`src/rtl/csr_timer_pkg.sv`:
```
// rtl/csr_timer_pkg.sv - CSR offsets, TCFG field positions and parameter range checks
package csr_timer_pkg;

   localparam int CHAN_STRIDE   = 4;
   localparam int OFF_TCFG      = 0;
   localparam int OFF_TVAL      = 1;
   localparam int OFF_TICLR     = 2;
   localparam int OFF_IMASK     = 16;
   localparam int OFF_IPEND     = 17;

   localparam int TCFG_EN_BIT   = 0;
   localparam int TCFG_PER_BIT  = 1;
   localparam int TCFG_INIT_LSB = 2;

   function automatic bit presc_ok(input int p);
      return (p >= 1) && (p <= 256);
   endfunction

   function automatic bit cnt_w_ok(input int w);
      return (w >= 8) && (w <= 32);
   endfunction

endpackage

```
`src/rtl/csr_timer_intc_if.sv`:
```
// rtl/csr_timer_intc_if.sv - masked CSR read/write port shared with the CSR register file
interface csr_timer_intc_if;
   logic [13:0] csr_num;
   logic [31:0] csr_rvalue;
   logic        csr_we;
   logic [31:0] csr_wmask;
   logic [31:0] csr_wvalue;

   modport master (output csr_num, csr_we, csr_wmask, csr_wvalue, input csr_rvalue);
   modport slave  (input csr_num, csr_we, csr_wmask, csr_wvalue, output csr_rvalue);
endinterface

```
`src/rtl/csr_timer_chan.sv`:
```
// rtl/csr_timer_chan.sv - one countdown timer channel: TCFG, counter and sticky pending bit
module csr_timer_chan
   import csr_timer_pkg::*;
#(
   parameter int CNT_W = 32
) (
   input  logic             i_clk,
   input  logic             i_reset,
   input  logic             i_tick,
   input  logic             i_cfg_we,
   input  logic [CNT_W-1:0] i_wmask,
   input  logic [CNT_W-1:0] i_wvalue,
   input  logic             i_clr,
   output logic [CNT_W-1:0] o_cfg,
   output logic [CNT_W-1:0] o_cnt,
   output logic             o_pending
);

   logic [CNT_W-1:0] r_cfg;
   logic [CNT_W-1:0] r_cnt;
   logic             r_pending;
   logic [CNT_W-1:0] w_cfg_new;
   logic [CNT_W-1:0] w_reload;
   logic             w_count;
   logic             w_fire;

   assign w_cfg_new = (i_wmask & i_wvalue) | (~i_wmask & r_cfg);
   assign w_reload  = {r_cfg[CNT_W-1:TCFG_INIT_LSB], 2'b00};

   // Any TCFG write suppresses counting that cycle: it either reloads or freezes.
   assign w_count = !i_cfg_we && r_cfg[TCFG_EN_BIT] && i_tick && (r_cnt != '0);
   assign w_fire  = w_count && (r_cnt == CNT_W'(1));

   always_ff @(posedge i_clk) begin
      if (i_reset) begin
         r_cfg     <= '0;
         r_cnt     <= '0;
         r_pending <= 1'b0;
      end else begin
         if (i_cfg_we) begin
            r_cfg <= w_cfg_new;
            if (w_cfg_new[TCFG_EN_BIT])
               r_cnt <= {w_cfg_new[CNT_W-1:TCFG_INIT_LSB], 2'b00};
         end else if (w_count) begin
            if (w_fire)
               r_cnt <= r_cfg[TCFG_PER_BIT] ? w_reload : '0;
            else
               r_cnt <= r_cnt - CNT_W'(1);
         end

         if (w_fire)
            r_pending <= 1'b1;
         else if (i_clr)
            r_pending <= 1'b0;
      end
   end

   assign o_cfg     = r_cfg;
   assign o_cnt     = r_cnt;
   assign o_pending = r_pending;

endmodule

```
`src/rtl/csr_timer_intc.sv`:
```
// rtl/csr_timer_intc.sv - multi-channel timer and interrupt-pending CSR unit
module csr_timer_intc
   import csr_timer_pkg::*;
#(
   parameter int          NTIMER   = 2,
   parameter int          CNT_W    = 32,
   parameter int          NHWI     = 8,
   parameter int          PRESC    = 1,
   parameter logic [13:0] CSR_BASE = 14'h40
) (
   input  logic                                i_clk,
   input  logic                                i_reset,
   csr_timer_intc_if.slave                     bus,
   input  logic [((NHWI > 0) ? NHWI : 1)-1:0]  i_hw_int_in,
   input  logic                                i_global_ie,
   output logic [NTIMER+NHWI-1:0]              o_irq_pending,
   output logic                                o_has_int
);

   localparam int NIRQ = NTIMER + NHWI;

   if (!presc_ok(PRESC) || !cnt_w_ok(CNT_W) || NTIMER < 1 || NTIMER > 4 || NHWI < 0 || NHWI > 8) begin : g_bad_param
      $error("csr_timer_intc: parameter out of range");
   end

   logic [13:0]      w_off;
   logic [NTIMER-1:0] w_cfg_we;
   logic [NTIMER-1:0] w_clr;
   logic [NTIMER-1:0] w_tpend;
   logic [CNT_W-1:0] w_cfg [NTIMER];
   logic [CNT_W-1:0] w_cnt [NTIMER];
   logic [NIRQ-1:0]  w_pend;
   logic [NIRQ-1:0]  r_imask;
   logic [31:0]      w_rvalue;
   logic             w_tick;

   assign w_off = bus.csr_num - CSR_BASE;

   if (PRESC == 1) begin : g_no_presc
      assign w_tick = 1'b1;
   end else begin : g_presc
      localparam int PS_W = $clog2(PRESC);
      logic [PS_W-1:0] r_presc;
      assign w_tick = (r_presc == PS_W'(PRESC - 1));
      always_ff @(posedge i_clk) begin
         if (i_reset || w_tick)
            r_presc <= '0;
         else
            r_presc <= r_presc + PS_W'(1);
      end
   end

   always_comb begin
      w_cfg_we = '0;
      w_clr    = '0;
      for (int i = 0; i < NTIMER; i++) begin
         w_cfg_we[i] = bus.csr_we && (w_off == 14'(CHAN_STRIDE * i + OFF_TCFG));
         w_clr[i]    = bus.csr_we && (w_off == 14'(CHAN_STRIDE * i + OFF_TICLR))
                       && bus.csr_wmask[0] && bus.csr_wvalue[0];
      end
   end

   for (genvar g = 0; g < NTIMER; g++) begin : g_chan
      csr_timer_chan #(.CNT_W(CNT_W)) u_chan (
         .i_clk     (i_clk),
         .i_reset   (i_reset),
         .i_tick    (w_tick),
         .i_cfg_we  (w_cfg_we[g]),
         .i_wmask   (bus.csr_wmask[CNT_W-1:0]),
         .i_wvalue  (bus.csr_wvalue[CNT_W-1:0]),
         .i_clr     (w_clr[g]),
         .o_cfg     (w_cfg[g]),
         .o_cnt     (w_cnt[g]),
         .o_pending (w_tpend[g])
      );
   end

   // Hardware lines are level-following: one sampling flop, no latch, no clear.
   if (NHWI > 0) begin : g_hwi
      logic [NHWI-1:0] r_hwi;
      always_ff @(posedge i_clk) begin
         if (i_reset)
            r_hwi <= '0;
         else
            r_hwi <= i_hw_int_in;
      end
      assign w_pend = {r_hwi, w_tpend};
   end else begin : g_no_hwi
      assign w_pend = w_tpend;
   end

   always_ff @(posedge i_clk) begin
      if (i_reset)
         r_imask <= '0;
      else if (bus.csr_we && (w_off == 14'(OFF_IMASK)))
         r_imask <= (bus.csr_wmask[NIRQ-1:0] & bus.csr_wvalue[NIRQ-1:0])
                  | (~bus.csr_wmask[NIRQ-1:0] & r_imask);
   end

   always_comb begin
      w_rvalue = '0;
      for (int i = 0; i < NTIMER; i++) begin
         if (w_off == 14'(CHAN_STRIDE * i + OFF_TCFG))
            w_rvalue = 32'(w_cfg[i]);
         if (w_off == 14'(CHAN_STRIDE * i + OFF_TVAL))
            w_rvalue = 32'(w_cnt[i]);
      end
      if (w_off == 14'(OFF_IMASK))
         w_rvalue = 32'(r_imask);
      if (w_off == 14'(OFF_IPEND))
         w_rvalue = 32'(w_pend);
   end

   assign bus.csr_rvalue = w_rvalue;
   assign o_irq_pending  = w_pend;
   assign o_has_int      = i_global_ie & (|(w_pend & r_imask));

endmodule

```
`src/flat_wrapper.sv`:
```
// flat-port wrapper written by rule: the top's interface ports become plain ports
module csr_timer_intc_flat import csr_timer_pkg::*;
#(
   parameter int          NTIMER   = 2,
   parameter int          CNT_W    = 32,
   parameter int          NHWI     = 8,
   parameter int          PRESC    = 1,
   parameter logic [13:0] CSR_BASE = 14'h40
)
  (i_clk, i_reset, i_hw_int_in, i_global_ie, o_irq_pending, o_has_int, bus_csr_num, bus_csr_we, bus_csr_wmask, bus_csr_wvalue, bus_csr_rvalue);
  csr_timer_intc_if bus_i ();
  input  logic i_clk;
  input  logic i_reset;
  input  logic [((NHWI > 0) ? NHWI : 1)-1:0] i_hw_int_in;
  input  logic i_global_ie;
  output logic [NTIMER+NHWI-1:0] o_irq_pending;
  output logic o_has_int;
  input wire logic [$bits(bus_i.csr_num)-1:0] bus_csr_num;
  input wire logic [$bits(bus_i.csr_we)-1:0] bus_csr_we;
  input wire logic [$bits(bus_i.csr_wmask)-1:0] bus_csr_wmask;
  input wire logic [$bits(bus_i.csr_wvalue)-1:0] bus_csr_wvalue;
  output wire logic [$bits(bus_i.csr_rvalue)-1:0] bus_csr_rvalue;
  assign bus_i.csr_num = bus_csr_num;
  assign bus_i.csr_we = bus_csr_we;
  assign bus_i.csr_wmask = bus_csr_wmask;
  assign bus_i.csr_wvalue = bus_csr_wvalue;
  assign bus_csr_rvalue = bus_i.csr_rvalue;
  csr_timer_intc #(.NTIMER(NTIMER), .CNT_W(CNT_W), .NHWI(NHWI), .PRESC(PRESC), .CSR_BASE(CSR_BASE)) u_core (.i_clk(i_clk), .i_reset(i_reset), .bus(bus_i), .i_hw_int_in(i_hw_int_in), .i_global_ie(i_global_ie), .o_irq_pending(o_irq_pending), .o_has_int(o_has_int));
endmodule
```
`config.mk`:
```
export PLATFORM = sky130hd
export DESIGN_NAME = csr_timer_intc_flat
export DESIGN_NICKNAME = d
export VERILOG_FILES = /design/src/rtl/csr_timer_pkg.sv /design/src/rtl/csr_timer_intc_if.sv /design/src/rtl/csr_timer_chan.sv /design/src/rtl/csr_timer_intc.sv /design/src/flat_wrapper.sv
export SDC_FILE = /design/constraint.sdc
export NUM_CORES = 1
export LEC_CHECK = 0
export BUFFER_PORTS_ARGS = -buffer_cell sky130_fd_sc_hd__buf_2
export CORE_ASPECT_RATIO = 0.6
export CORE_MARGIN = 2
export CORE_UTILIZATION = 52
export CTS_CLUSTER_DIAMETER = 40
export DETAILED_ROUTE_END_ITERATION = 12
export GPL_TIMING_DRIVEN = 0
export PLACE_DENSITY = 0.69
export SETUP_SLACK_MARGIN = 0.5
export SLEW_MARGIN = 40
export SYNTH_ARGS = -nofsm -noshare
export SYNTH_HDL_FRONTEND = slang
export SYNTH_SLANG_ARGS = --single-unit
```
`constraint.sdc`:
```
create_clock -name i_clk -period 3.67 [get_ports i_clk]
set_input_delay 0 -clock i_clk [delete_from_list [all_inputs] [get_ports i_clk]]
set_output_delay 0 -clock i_clk [all_outputs]
set_load 0.05 [all_outputs]
```
### Word-level counts from Yosys, hierarchy flattened

Cells that the tools add are included.

* add/subtract/negate cells: 3
* equality and inequality tests: 11
* muxes and demuxes: 20
* bitwise logic cells: 12
* reduce and logical (&&, ||, !) cells: 27

Operator list (number)
* $mux W32: 16
* $and A32 B32 Y32: 3
* $eq A32 B1 Y1 const B: 2
* $or A32 B32 Y32: 2
* $reduce_bool A32 Y1: 2
* $sub A32 B1 Y32 const B: 2
* $eq A14 B3 Y1 const B: 3
* $not A32 Y32: 1
* $and A10 B10 Y10: 3
* $eq A14 B5 Y1 const B: 2
* $logic_and A1 B1 Y1: 15
* $eq A14 B1 Y1 const B: 1
* $eq A14 B2 Y1 const B: 1
* $logic_not A14 Y1: 1
* $sub A14 B7 Y14 const B: 1
* $not A10 Y10: 1
* $or A10 B10 Y10: 1
* $reduce_or A10 Y1: 1
* $reduce_bool A2 Y1: 4
* $mux W1: 4
* $ne A2 B1 Y1 const B: 2
* $reduce_and A2 Y1: 2
* $logic_not A1 Y1: 2
* $and A1 B1 Y1: 1

* flip-flop bits (word level): 148
* input port bits: 90
* output and inout bits: 43
* word-level logic and storage cells: 81

### Longest topological paths before layout

* depth in word-level cells: 10
* gate-level depth with buffers: 12
* depth with buffers taken out: 10

### Hierarchy

From an unflattened synthesis, not the netlist that was laid out.

* cell total of the unflattened synthesis: 1308
* area, all modules: 10167.3 um^2

Modules (own cells, without submodules)
* csr_timer_chan at u_core.g_chan[0].u_chan: times used 1, cells an instance 527, area an instance 4052.6 um^2, seq. area each 1301.2 um^2
* csr_timer_chan at u_core.g_chan[1].u_chan: times used 1, cells an instance 506, area an instance 4005.1 um^2, seq. area each 1301.2 um^2
* csr_timer_intc: times used 1, cells an instance 275, area an instance 2109.5 um^2, seq. area each 360.3 um^2

### Worst setup path after synthesis

OpenSTA, ideal clock, no wires.

* kind: in2out
* from: input bus_csr_num[5]
* to: output bus_csr_rvalue[2]
* arrival time: 2940 ps
* data required time: 3670 ps
* path slack: 730 ps
* stages: 8
* path buffers: 2
* cells stage by stage: or4b_1 > clkbuf_1 > or4_4 > or3b_1 > nor3_2 > buf_2 > a22oi_1 > a31oi_1

* word-level cells in the longest chain between the ends: 8
* elaborated cells between the ends (all ways): 13
* those cells by class: 1 x add/sub; 5 x eq/ne; 6 x mux; 1 x reduce/logical

RTL lines
* start: declaration: line flat_wrapper.sv:18 `input wire logic [$bits(bus_i.csr_num)-1:0] bus_csr_num;`
* $sub A14 B7 Y14 (*): line csr_timer_intc.sv:37 `assign w_off = bus.csr_num - CSR_BASE;`
* $logic_not A14 Y1: line csr_timer_intc.sv:103 `if (w_off == 14'(CHAN_STRIDE * i + OFF_TCFG))`
* $mux W32: line csr_timer_intc.sv:103
* $mux W32: line csr_timer_intc.sv:105 `if (w_off == 14'(CHAN_STRIDE * i + OFF_TVAL))`
* $mux W32: line csr_timer_intc.sv:103
* $mux W32: line csr_timer_intc.sv:105
* $mux W32: line csr_timer_intc.sv:108 `if (w_off == 14'(OFF_IMASK))`
* $mux W32 (*): line csr_timer_intc.sv:110 `if (w_off == 14'(OFF_IPEND))`
* end: declaration: line flat_wrapper.sv:22 `output wire logic [$bits(bus_i.csr_rvalue)-1:0] bus_csr_rvalue;`

Mark *: on every way between the ends. The rest lies on a longest branch, timed or not.

### Final worst setup path

Ends and elaborated chain as after synthesis.

==> impl_metrics.sql <==
INSERT INTO impl_metrics (metric_group, metric, value, unit) VALUES
('run_status', 'result_of_the_run', 'completed', ''),
('cells_and_area', 'post-route-util', '66.89', '%'),
('logic_synthesis', 'synth.area.top_cells', 'sky130_fd_sc_hd__dfxtp_1 32%, sky130_fd_sc_hd__nand2_1 8.4%, sky130_fd_sc_hd__a21oi_1 7.0%, sky130_fd_sc_hd__nor2_1 5.1%, sky130_fd_sc_hd__nand3_1 4.3%', ''),
('grt', 'number_of_global_route_vias_before_repair', '10740', ''),
('timing', 'maximum_clock_skew_at_final_layout', '0.01004', 'ns'),
('cells_and_area', 'layout.filler_cells', '1643', ''),
('floorplanning', 'start_util', '52.60', '%'),
('logic_synthesis', 'synthFlopType', 'sky130_fd_sc_hd__dfxtp_1', ''),
('setup_path', 'cp_data_required_time', '3.67', 'ns'),
('clock_tree', 'cts_made_buffers', '17', ''),
('logic_synthesis', 'synthesized_area', '9403', 'sq um'),
('timing', 'timing_hold_violations_final', '0', ''),
('grt', 'grtUsageMet1', '62.21', '%'),
('timing', 'fin_worst_hold_slack', '0.01188', 'ns'),
('grt', 'first_pass_grt_wire_length', '63960', 'um'),
('grt', 'grt_start_max_net_pins', '17', ''),
('cells_and_area', 'final_nets', '1628', ''),
('logic_synthesis', 'synth.largest_area_cell', 'sky130_fd_sc_hd__dfxtp_1', ''),
('setup_path', 'worstPathCellList', 'buf_2 > or4b_1 > clkbuf_1 > or4_4 > or3_1 > nor3_2 > clkbuf_4 > a22oi_1 > a31oi_1 > buf_2', ''),
('timing', 'tightest_slew', '0.9238', 'ns'),
('cells_and_area', 'drive_above_1_share', '15.78', '%'),
('clock_tree', 'insertion_delay', '0.45', 'ns'),
('floorplanning', 'floorplan.die.height', '108.2', 'um'),
('timing', 'period_share', '88.00', '%'),
('logic_synthesis', 'postSynthNetCount', '1397', ''),
('timing', 'timing.fmax', '309.6', 'MHz'),
('clock_tree', 'htree_levels', '4', ''),
('routing', 'detail-route-antenna-nets', '0', ''),
('power_and_ir_drop', 'ir_drop', '0.0003322', 'V'),
('clock_tree', 'clock_path_buffers', '2', ''),
('clock_tree', 'clockRootBuffer', 'sky130_fd_sc_hd__clkbuf_16', ''),
('routing', 'drt-pass1-iter-count', '11', ''),
('setup_path', 'most_frequent_cp_cell', 'sky130_fd_sc_hd__buf_2', ''),
('cells_and_area', 'syn_to_final_growth', '27.17', '%'),
('floorplanning', 'num_io_pins', '133', ''),
('logic_synthesis', 'number_of_warnings_reported_in_the_yosys_synthesis_log', '0', ''),
('setup_path', 'worstSetupStartpointType', 'input port', ''),
('timing', 'setup_viol_count_final', '0', ''),
('logic_synthesis', 'synth.avg_cell_area', '7.216', 'sq um'),
('routing', 'detail_route.vias_per_cell', '6.769', ''),
('cells_and_area', 'finish.instance_area', '11960', 'sq um'),
('clock_tree', 'path_clk_slew', '0.06', 'ns'),
('timing', 'setup_repair_after_global_routing_missed_its_margin', 'true', ''),
('power_and_ir_drop', 'cellPowerDensity', '305.2', 'nW/um^2'),
('timing', 'drv_slew', '0', ''),
('logic_synthesis', 'post_synth_most_frequent_cells', '211 x sky130_fd_sc_hd__nand2_1, 148 x sky130_fd_sc_hd__dfxtp_1, 132 x sky130_fd_sc_hd__a21oi_1', ''),
('timing', 'finalWorstPathRequiredPeriod', '3.230', 'ns'),
('hold_path', 'timing.hold.worst.class', 'input port to flop', ''),
('place', 'detailed_place_hpwl', '32750', 'um'),
('logic_synthesis', 'synth_sequential_area_ratio', '31.51', '%'),
('logic_synthesis', 'yosys_register_bits', '148', ''),
('logic_synthesis', 'synth-edff-count', '0', ''),
('job', 'drv_cap', '0', ''),
('timing', 'relSlewSlack', '38.41', '%'),
('grt', 'grt_antenna_before_repair', '0', ''),
('logic_synthesis', 'post-synth-top-area-fraction', '31.51', '%'),
('place', 'placement.cell_area', '10310', 'sq um'),
('clock_tree', 'tritoncts_num_sinks', '148', ''),
('setup_path', 'critical_path.endpoint_type', 'output pin', ''),
('logic_synthesis', 'synthMostInstantiatedCell', 'sky130_fd_sc_hd__nand2_1', ''),
('floorplanning', 'die_w', '177.6', 'um'),
('floorplanning', 'core_area', '17880', 'sq um'),
('routing', 'route.vias.total', '12090', ''),
('setup_path', 'timing.setup.critical_path_class', 'input port to output pin', ''),
('routing', 'routed_wirelength', '44860', 'um'),
('logic_synthesis', 'postSynthCellCount', '1303', ''),
('floorplanning', 'core.rowCount', '38', ''),
('cells_and_area', 'num_antenna_cells', '0', ''),
('setup_path', 'path_delay_family', 'simple AND/OR/NAND/NOR gates', ''),
('place', 'io_buffer_count', '117', ''),
('grt', 'grt.overflow.total', '0', '');
-- flip-flops by register name (all words and copies together) (netlist names), named ones only --
signal / flops
u_core.g_hwi.r_hwi: 8
u_core.g_chan.u_chan.o_pending: 2
u_core.g_chan.u_chan.o_cnt: 64
u_core.g_chan.u_chan.o_cfg: 62
-- kinds of logic after synthesis --
family / share of synthesized area, %
compound gates: 23.91
flops: 31.51
buf+inv: 5.895
mux: 3.872
xor+xnor: 4.192
simple gates: 30.09
fa+ha+maj: 0.5323
-- report_power, final --
part	total (uW)	leakage [uW]	switching, uW	internal (uW)
combinational	300	0.00303	192	108
sequential	1610	0.00119	4.37	1610
clock	1730	0.000282	759	976
-- routing by layer --
metal  vias to the layer above  part of all wire, %
met5                         -                    0
met2                      1083                   40
met4                         0                  4.8
met3                       168                   17
li1                       5198                    -
met1                      5641                   38
-- layout by cell type (no fill, tap or decap), types with 9 or more instances in the layout --
master	count
sky130_fd_sc_hd__xor2_1	18
sky130_fd_sc_hd__clkbuf_2	9
sky130_fd_sc_hd__a22oi_1	20
sky130_fd_sc_hd__or4_1	9
sky130_fd_sc_hd__xnor2_1	27
sky130_fd_sc_hd__or3_1	12
sky130_fd_sc_hd__a311oi_1	9
sky130_fd_sc_hd__nand2_1	210
sky130_fd_sc_hd__nor4_1	15
sky130_fd_sc_hd__buf_2	141
sky130_fd_sc_hd__dfxtp_1	148
sky130_fd_sc_hd__mux2i_1	33
sky130_fd_sc_hd__nand3_1	79
sky130_fd_sc_hd__o21ai_0	52
sky130_fd_sc_hd__o22ai_1	14
sky130_fd_sc_hd__a21oi_1	132
sky130_fd_sc_hd__nor2b_1	15
sky130_fd_sc_hd__a222oi_1	26
sky130_fd_sc_hd__a31oi_1	19
sky130_fd_sc_hd__clkbuf_1	59
sky130_fd_sc_hd__dlygate4sd3_1	94
sky130_fd_sc_hd__nor3_1	65
sky130_fd_sc_hd__inv_1	15
sky130_fd_sc_hd__clkbuf_16	17
sky130_fd_sc_hd__a211oi_1	36
sky130_fd_sc_hd__nor2_1	124
-- final timing paths --
check,from,endpoint,slack (ns),cells past startpoint
setup / recovery,bus_csr_num[5],bus_csr_rvalue[2],0.44,10
hold / removal,bus_csr_wmask[20],u_core.g_chan[0].u_chan.o_cfg[20]$_SDFFE_PP0P_,0.01,3
setup reg to reg,u_core.g_chan[1].u_chan.o_cnt[23]$_SDFFE_PP0P_,u_core.g_chan[1].u_chan.o_cnt[27]$_SDFFE_PP0P_,0.50,9
hold reg to reg,u_core.g_chan[1].u_chan.o_cfg[16]$_SDFFE_PP0P_,u_core.g_chan[1].u_chan.o_cfg[16]$_SDFFE_PP0P_,0.47,2
-- worst reg2reg max path, delay by kind of cell (launching register included) --
kind            cells  cell delay, ns
simple gates        5            1.81
buf+inv             2            0.54
compound gates      2            0.43
flops               1            0.30
-- final cells by class --
cell class	instances	area (sq um)	share of cell area, %
clock buffer	21	470.5	3.934
multi-input combinational	1029	6026	50.39
clock inverter	10	82.58	0.6906
tap	240	300.3	2.511
buffer	111	520.5	4.353
sequential	148	2963	24.78
timing repair buffer	212	1539	12.87
inverter	15	56.30	0.4709
-- per-stage QoR --
step	setup TNS [ns]	instances	total power (uW)	setup WS, ns
final	0	1786	3649	0.4403
after global routing	0	1786	3691	0.4209
after CTS	0	1785	3603	0.4296
after detailed placement	0	1660	1879	0.1872
after global placement	-0.4091	1660	1879	-0.05527
after floorplan	0	1303	1741	0.7297
-- what timing repair did --
item                                   in CTS  in global routing
gates resized for setup                    15                 25
setup endpoints to repair                  45                 69
setup buffers                               0                  1
hold buffers                               94                  0
endpoints found under the hold margin      69                  0
pin swaps                                   0                  2
Power figures use the tool's default switching activity.
